<file path="src/rtl/uart_cmd_pkg.sv">
// Shared header codes and decoder states for the UART command decoder.
// Both the decoder and the bench's interface refer to these.
package uart_cmd_pkg;

    localparam int BYTE_W  = 8;
    localparam int MAX_SIG = 6;

    typedef enum logic [1:0] {
        HDR_CLEAR = 2'b00,
        HDR_LEVEL = 2'b01,
        HDR_PULSE = 2'b10,
        HDR_EXT   = 2'b11
    } hdr_e;

    typedef enum logic {
        IDLE     = 1'b0,
        WAIT_EXT = 1'b1
    } state_e;

endpackage

</file>
<file path="src/rtl/uart_cmd_decoder_if.sv">
// Received-byte strobe and data coming from the UART receiver into the decoder.
interface uart_cmd_decoder_if;
    import uart_cmd_pkg::*;

    logic              data_valid;
    logic [BYTE_W-1:0] data_receive;

    modport master (
        output data_valid,
        output data_receive
    );

    modport slave (
        input data_valid,
        input data_receive
    );

endinterface

</file>
<file path="src/rtl/uart_cmd_decoder_cycle_timer.sv">
// Free-running up-counter that restarts on request and sticks at its last count,
// flagging expiry for as long as it is parked there.
module cycle_timer #(
    parameter int PERIOD = 16
) (
    input  logic clk,
    input  logic rst,
    input  logic restart,
    output logic expired
);

    localparam int          W    = (PERIOD > 1) ? $clog2(PERIOD) : 1;
    localparam logic [W-1:0] LAST = W'(PERIOD - 1);

    logic [W-1:0] count;

    always_ff @(posedge clk) begin
        if (rst || restart) begin
            count <= '0;
        end else if (count != LAST) begin
            count <= count + W'(1);
        end
    end

    assign expired = (count == LAST);

endmodule

</file>
<file path="src/rtl/uart_cmd_decoder.sv">
// Decodes received UART bytes into level, pulse and masked-update commands,
// with a link watchdog and a timeout on the second byte of extended frames.
module uart_cmd_decoder
    import uart_cmd_pkg::*;
#(
    parameter int NUM_SIG         = 4,
    parameter int TIMEOUT_CYCLES  = 100_000_000,
    parameter int EXT_WAIT_CYCLES = 1_000_000
) (
    input  logic               clk,
    input  logic               rst,
    uart_cmd_decoder_if.slave  rx,
    output logic [NUM_SIG-1:0] sig_out,
    output logic [NUM_SIG-1:0] pulse_out,
    output logic [NUM_SIG-1:0] feedback_leds,
    output logic               led_mode,
    output logic               link_alive,
    output logic               frame_err
);

    state_e             state;
    logic [NUM_SIG-1:0] ext_value;
    logic [NUM_SIG-1:0] payload;
    hdr_e               header;
    logic               frame_accept;
    logic               wdog_expired;
    logic               ext_expired;
    logic               ext_restart;
    logic               unused_byte_bits;

    assign payload = rx.data_receive[NUM_SIG+1:2];
    assign header  = hdr_e'(rx.data_receive[1:0]);

    // Byte bits above the payload carry nothing when NUM_SIG < 6.
    assign unused_byte_bits = &{1'b0, rx.data_receive};

    assign frame_accept = rx.data_valid && ((state == WAIT_EXT) || (header != HDR_EXT));
    assign ext_restart  = (state != WAIT_EXT);

    cycle_timer #(
        .PERIOD (TIMEOUT_CYCLES)
    ) u_wdog_timer (
        .clk     (clk),
        .rst     (rst),
        .restart (frame_accept),
        .expired (wdog_expired)
    );

    cycle_timer #(
        .PERIOD (EXT_WAIT_CYCLES)
    ) u_ext_timer (
        .clk     (clk),
        .rst     (rst),
        .restart (ext_restart),
        .expired (ext_expired)
    );

    // A received byte always takes priority over either timer expiring that cycle.
    always_ff @(posedge clk) begin
        if (rst) begin
            state         <= IDLE;
            ext_value     <= '0;
            sig_out       <= '0;
            pulse_out     <= '0;
            feedback_leds <= '0;
            led_mode      <= 1'b0;
            link_alive    <= 1'b0;
            frame_err     <= 1'b0;
        end else begin
            pulse_out <= '0;
            frame_err <= 1'b0;

            if (frame_accept) begin
                link_alive <= 1'b1;
            end

            if (rx.data_valid) begin
                case (state)
                    IDLE: begin
                        case (header)
                            HDR_CLEAR: begin
                                sig_out       <= '0;
                                feedback_leds <= '0;
                                led_mode      <= 1'b0;
                            end
                            HDR_LEVEL: begin
                                sig_out       <= payload;
                                feedback_leds <= payload;
                                led_mode      <= 1'b1;
                            end
                            HDR_PULSE: begin
                                pulse_out     <= payload;
                                feedback_leds <= payload;
                                led_mode      <= 1'b1;
                            end
                            HDR_EXT: begin
                                ext_value <= payload;
                                state     <= WAIT_EXT;
                            end
                            default: begin
                                state <= IDLE;
                            end
                        endcase
                    end
                    WAIT_EXT: begin
                        sig_out       <= (sig_out & ~payload) | (ext_value & payload);
                        feedback_leds <= ext_value;
                        led_mode      <= 1'b1;
                        state         <= IDLE;
                    end
                    default: begin
                        state <= IDLE;
                    end
                endcase
            end else begin
                if (wdog_expired) begin
                    sig_out       <= '0;
                    feedback_leds <= '0;
                    led_mode      <= 1'b0;
                    link_alive    <= 1'b0;
                end
                if ((state == WAIT_EXT) && ext_expired) begin
                    frame_err <= 1'b1;
                    state     <= IDLE;
                end
            end
        end
    end

endmodule

</file>
<file path="src/flat_wrapper.sv">
// flat-port wrapper written by rule: the top's interface ports become plain ports
module uart_cmd_decoder_flat import uart_cmd_pkg::*;
#(
    parameter int NUM_SIG         = 4,
    parameter int TIMEOUT_CYCLES  = 100_000_000,
    parameter int EXT_WAIT_CYCLES = 1_000_000
)
  (clk, rst, sig_out, pulse_out, feedback_leds, led_mode, link_alive, frame_err, rx_data_valid, rx_data_receive);
  uart_cmd_decoder_if rx_i ();
  input  logic clk;
  input  logic rst;
  output logic [NUM_SIG-1:0] sig_out;
  output logic [NUM_SIG-1:0] pulse_out;
  output logic [NUM_SIG-1:0] feedback_leds;
  output logic led_mode;
  output logic link_alive;
  output logic frame_err;
  input wire logic [$bits(rx_i.data_valid)-1:0] rx_data_valid;
  input wire logic [$bits(rx_i.data_receive)-1:0] rx_data_receive;
  assign rx_i.data_valid = rx_data_valid;
  assign rx_i.data_receive = rx_data_receive;
  uart_cmd_decoder #(.NUM_SIG(NUM_SIG), .TIMEOUT_CYCLES(TIMEOUT_CYCLES), .EXT_WAIT_CYCLES(EXT_WAIT_CYCLES)) u_core (.clk(clk), .rst(rst), .rx(rx_i), .sig_out(sig_out), .pulse_out(pulse_out), .feedback_leds(feedback_leds), .led_mode(led_mode), .link_alive(link_alive), .frame_err(frame_err));
endmodule
</file>
<file path="config.mk">
export PLATFORM = sky130hd
export DESIGN_NAME = uart_cmd_decoder_flat
export DESIGN_NICKNAME = d
export VERILOG_FILES = /design/src/rtl/uart_cmd_pkg.sv /design/src/rtl/uart_cmd_decoder_if.sv /design/src/rtl/uart_cmd_decoder_cycle_timer.sv /design/src/rtl/uart_cmd_decoder.sv /design/src/flat_wrapper.sv
export SDC_FILE = /design/constraint.sdc
export NUM_CORES = 1
export LEC_CHECK = 0
export ABC_AREA = 1
export CORE_MARGIN = 1
export CORE_UTILIZATION = 58
export CTS_CLUSTER_SIZE = 40
export DETAILED_ROUTE_END_ITERATION = 16
export GPL_TIMING_DRIVEN = 0
export PLACE_DENSITY = 0.79
export SLEW_MARGIN = 10
export SYNTH_ARGS = -nofsm -noshare
export SYNTH_HDL_FRONTEND = slang
export SYNTH_SLANG_ARGS = --single-unit
</file>
<file path="constraint.sdc">
create_clock -name clk -period 1.8 [get_ports clk]
set_input_delay 0.36 -clock clk [delete_from_list [all_inputs] [get_ports clk]]
set_output_delay 0.36 -clock clk [all_outputs]
set_load 0.02 [all_outputs]
</file>
Yosys cells after proc, flatten, opt, wreduce, memory -nomap -nowiden
Cells that the tools add are included.
- bits in registers: 67
- bits of input ports: 11
- output and inout port bits: 15
- add/sub/neg operators: 2
- eq/ne operators: 10
- muxes and demuxes: 19
- bitwise gates (word level): 7
- reductions and logical operators: 14
- operator list (kind ; number):
    $pmux 4 s2 ; 4
    $add 27x1->27 const B ; 1
    $eq 27x27->1 const B ; 1
    $ne 27x27->1 const B ; 1
    $add 20x1->20 const B ; 1
    $eq 20x20->1 const B ; 1
    $ne 20x20->1 const B ; 1
    $mux 4 ; 3
    $mux 1 ; 9
    $and 4x4->4 ; 2
    $pmux 1 s2 ; 3
    $eq 2x2->1 const B ; 2
    $ne 4x2->1 const B ; 1
    $ne 4x3->1 const B ; 1
    $not 4->4 ; 1
    $or 4x4->4 ; 1
    $reduce_and 2->1 ; 2
    $reduce_bool 2->1 ; 2
    $reduce_or 2->1 ; 2
    $reduce_or 4->1 ; 1
    $logic_or 1x1->1 ; 3
    $not 1->1 ; 3
    $reduce_and 3->1 ; 1
    $eq 2x1->1 const B ; 1
    3 further kinds ; 4

Depth between registers and ports, before layout
Gate-level depths: netlist of run 1.
- depth in word-level cells: 6
- gate-level depth with buffers: 10

Cells and area by module
Synthesis of run 1 repeated with hierarchy kept, for this count alone.
- cells, all modules: 573
- area, all modules: 3753.6 um^2
- by module, submodules not included (module ; instances ; cells an instance ; area an instance (um^2)):
    cycle_timer at u_core.u_wdog_timer ; 1 ; 267 ; 1647.8
    cycle_timer at u_core.u_ext_timer ; 1 ; 167 ; 1108.6
    uart_cmd_decoder ; 1 ; 139 ; 997.2

Worst setup path before layout of run 1
OpenSTA, ideal clock, no wires.
- path kind: register -> register
- from: register u_core.u_wdog_timer.count[0]
- to: register u_core.sig_out[0]
- library setup time: 132 ps
- data arrival time: 1393 ps
- data required time: 1668 ps
- path slack: 274 ps
- stages on the path, launching flop included: 11
- path through: dfxtp_1 -> ha_1 -> nand3_1 -> inv_2 -> nand2_4 -> nor2_2 -> nand2_2 -> nand2_2 -> nand2_1 -> nand2_1 -> a21oi_1
- word-level cells in the longest chain between the ends: 3
- ends and longest elaborated chain (item ; RTL line ; source):
    start: declaration ; uart_cmd_decoder_cycle_timer.sv:15 ; logic [W-1:0] count;
    start signal: assignment ; uart_cmd_decoder_cycle_timer.sv:21 ; count <= count + W'(1);
    $eq 27x27->1 ; uart_cmd_decoder_cycle_timer.sv:25 ; assign expired = (count == LAST);
    $reduce_bool 2->1 (no source line) ; - ;
    $reduce_and 2->1 (no source line) ; - ;
    end signal: assignment ; uart_cmd_decoder.sv:87 ; sig_out <= payload;
    end signal: assignment ; uart_cmd_decoder.sv:106 ; sig_out <= (sig_out & ~payload) | (ext_value & payload);
    end: declaration ; uart_cmd_decoder.sv:13 ; output logic [NUM_SIG-1:0] sig_out,
No other way between the ends.
A chain may end at the register's enable or synchronous reset.

Worst setup path after layout of run 1
- from: register u_core.sig_out[0]
- to: output port sig_out[0]
- RTL lines (item ; RTL line ; source):
    end: declaration ; flat_wrapper.sv:12 ; output logic [NUM_SIG-1:0] sig_out;
No word-level cell between the ends.

==> summary.txt, run 1 <==
GRT
  – M3 GR Usage: 5.402%
  – Antenna violations before repair: 0
  – Met1 usage: 33.91%
  – Global-route usage over all layers: 27.58%
  – Gr ovfl total: 0
  – Top Usage Layer GRT: met2
  – Vias in the first global route: 2987
  – GR Util met2: 46.81%
  – First-pass GRT wire length: 13300 um
  – Largest net degree at the start of global routing: 13

Logic synthesis
  – Sequential area share after synthesis: 38.94%
  – Asr flop ratio synth: 0%
  – Number of synthesized flops with an enable pin: 0
  – Synth top area cells: dfxtp_1 (39%), nand2_1 (11%), a21oi_1 (8.0%)
  – Synthesized area: 3445 um2
  – Post-synth cell types: 36
  – Yosys top cell area share: 38.94%
  – Post-synthesis register bit count: 67
  – Avg Cell Area, Syn: 6.987 um2
  – Synth Flop Type: dfxtp_1
  – Syn Nets: 510
  – Cell taking the most area after synthesis: dfxtp_1
  – Syn Inst Count: 493
  – Ys Warns: 0

Worst setup path
  – CP max-delay cell: clkdlybuf4s50_1
  – CP top delay family: buffers and inverters
  – Buffers & Inverters on Critical Path: 1
  – CP max stage delay: 630 ps
  – Setup Crit Path Kind: flip-flop to primary output
  – R2r setup slk: 140 ps
  – Crit. End Element: primary output
  – Crit-path cells: clkdlybuf4s50_1
  – Worst-path maximum fanout: 3
  – Startpoint types: flip-flop
  – WP data arrival: 1350 ps
  – Data required time of the worst path: 1440 ps

STA
  – Period utilization: 95.11%
  – Max-slew headroom: 69.14%
  – Final hold vios: 0
  – Maximum clock frequency: 584.1 MHz
  – Setup_tns: 0 ps
  – RSZ-0062 raised after global routing: false
  – Slew Viols, Final: 0
  – Tightest Pin Transition: 462.9 ps
  – Final Skew: 10.12 ps
  – Min cycle time layout: 1712 ps
  – Final setup fails: 0

Place
  – Final Wtd Congestion: 0.8681
  – I/O Buffers: 22
  – DP Wirelength: 5897 um

Power and ir drop
  – Cell Pwr Density: 781.6 nW/um2
  – Flop pwr share: 48.5%
  – Clk pwr share: 45.5%
  – Combinational Power Share: 6.0%
  – Total chip power: 3.143 mW
  – Switching Share: 23.82%
  – Leak pwr: 1.320 nW
  – Int Pwr: 2.395 mW
  – VDD IR-drop max: 0.0005909 V
  – Sw Pwr: 748.6 uW

Floorplanning
  – Starting Density: 61.42%
  – Die width: 79.07 um
  – Core Rows: 27
  – Die area: 6251 um2
  – Die span in y: 79.07 um
  – Ports: 26
  – Core area: 5608 um2

Job
  – Max-cap viol count: 0

Detailed routing
  – Vias per cell: 5.474
  – Detailed Route WL: 8115 um
  – WL/cell: 13.46 um
  – DRC: 0
  – Via count: 3301
  – First-pass DRT Iterations: 5
  – Starting DRC count in detailed routing: 210
  – Detail Route Antenna Nets: 0

Cells and area
  – Antenna cell count: 0
  – Proportion of layout cells with a drive suffix above 1: 9.981%
  – Layout Nets: 543
  – Commonest non-fill, non-tap cell in the layout: nand2_1
  – Most frequent cells in the layout: nand2_1 (101), dfxtp_1 (64), nor2_1 (60)
  – P&R area growth vs syn: 16.75%

Clock network
  – Hold_buf cts: 0
  – Clk root buf: clkbuf_8
  – Clk Latency, worst-skew pair: 350 ps
  – H-tree lvl count: 3
  – Clk pin slew, worst setup/hold paths: 70 ps
  – TritonCTS sink count: 67
  – Clock Path Buffers: 2
  – CTS tree: yes
  – CTS Buf Count: 9

Status
  – Status: complete, no violations

Min path
  – HP Class: input pin to flip-flop
worst register-to-register path: cells and delay by family (launching register included):
kind                       cells  cell delay, ps
buffers and inverters          1             130
AOI/OAI and AO/OA              1              60
DFF                            1             390
adders and majority gates      1             170
and+or+nand+nor                7             790
flip-flops by register name (all words and copies together) (netlist names):
name / cells
u_core.feedback_leds: 4
u_core.link_alive: 1
u_core.sig_out: 4
u_core.state: 1
u_core.ext_value: 4
u_core.pulse_out: 4
u_core.led_mode: 1
u_core.frame_err: 1
u_core.u_ext_timer.count: 20
u_core.u_wdog_timer.count: 27
final timing paths:
path,end,depth (start not counted),startpoint
worst max-delay path,sig_out[0],1,u_core.sig_out[0]$_SDFFE_PP0P_
worst min-delay path,u_core.frame_err$_SDFF_PP0_,2,rx_data_valid
worst max register to register,u_core.sig_out[1]$_SDFFE_PP0P_,10,u_core.u_wdog_timer.count[0]$_SDFFE_PP0P_
worst min register to register,u_core.led_mode$_SDFFE_PP0P_,2,u_core.led_mode$_SDFFE_PP0P_
layer usage:
layer  share of wire [%]  up-vias
met2                  49       92
met3                 4.9       10
met5                   0        -
met4                 1.3        0
li1                    -     1682
met1                  45     1517
Yosys cell counts (2+ instances only):
cell	n
nand2_1	101
dfxtp_1	67
inv_1	60
nor2_1	60
a21oi_1	55
o21ai_0	27
nand3_1	23
nand4_1	17
nor3_1	16
xnor2_1	10
ha_1	6
nor2_4	6
nand2_2	5
nor4_1	4
o211ai_1	4
inv_2	3
nor2_2	3
xor2_1	3
buf_2	2
clkbuf_1	2
nand3b_1	2
nor3b_2	2
or2_0	2
power by group through the flow:
| stage | logic (mW) | clock network [mW] | registers, mW |
|---|---|---|---|
| floorplan | 0.0947 | 0 | 1.57 |
| global route | 0.207 | 1.50 | 1.53 |
| global placement | 0.180 | 0 | 1.55 |
| finish | 0.190 | 1.43 | 1.52 |
| detailed placement | 0.185 | 0 | 1.56 |
| CTS | 0.187 | 1.43 | 1.52 |
logic make-up after synthesis:
kind of cell,after synthesis,synth area share (%)
compound gates,88,13.26
xor+xnor,13,3.306
fa+ha+maj,6,2.179
buf+inv,69,7.701
flops,67,38.94
simple gates,250,34.62
final cells by class:
type / instances / area [um2]
Buffer: 6 / 28.78
Clock inverter: 6 / 88.84
Inverter: 63 / 236.5
Fill cell: 469 / 1587
Tap cell: 72 / 90.09
Clock buffer: 10 / 137.6
Timing Repair Buffer: 22 / 220.2
Sequential cell: 67 / 1348
Multi-Input combinational cell: 357 / 1872
what timing repair did:
item / 4_1_cts / 5_1_grt
pin swaps: 0 / 0
setup buffers: 0 / 0
gates resized for setup: 2 / 9
endpoints found under the setup margin: 4 / 14
stage by stage:
stage	instances	hold slack, ps	area (um2)	setup slack (ps)	util [%]
detailed placement	587	458.4	3755	-283.6	66.96
finish	603	340.4	4021	88.06	71.71
global route	603	353.4	4021	11.42	71.71
global placement	587	450.9	3755	-226.9	66.96
floorplan	493	438.5	3445	274.4	-
CTS	603	334.0	3985	63.68	71.06
No activity file was read; power rests on OpenSTA's default activity.
==> run 2, diff against run 1 <==
--- a/config.mk
+++ b/config.mk
@@ -16,3 +16,4 @@
 export SYNTH_ARGS = -nofsm -noshare
 export SYNTH_HDL_FRONTEND = slang
 export SYNTH_SLANG_ARGS = --single-unit
+export TNS_END_PERCENT = 100
==> results of run 2 <==
The final DEF is identical to that of run 1; final timing and power are the same.
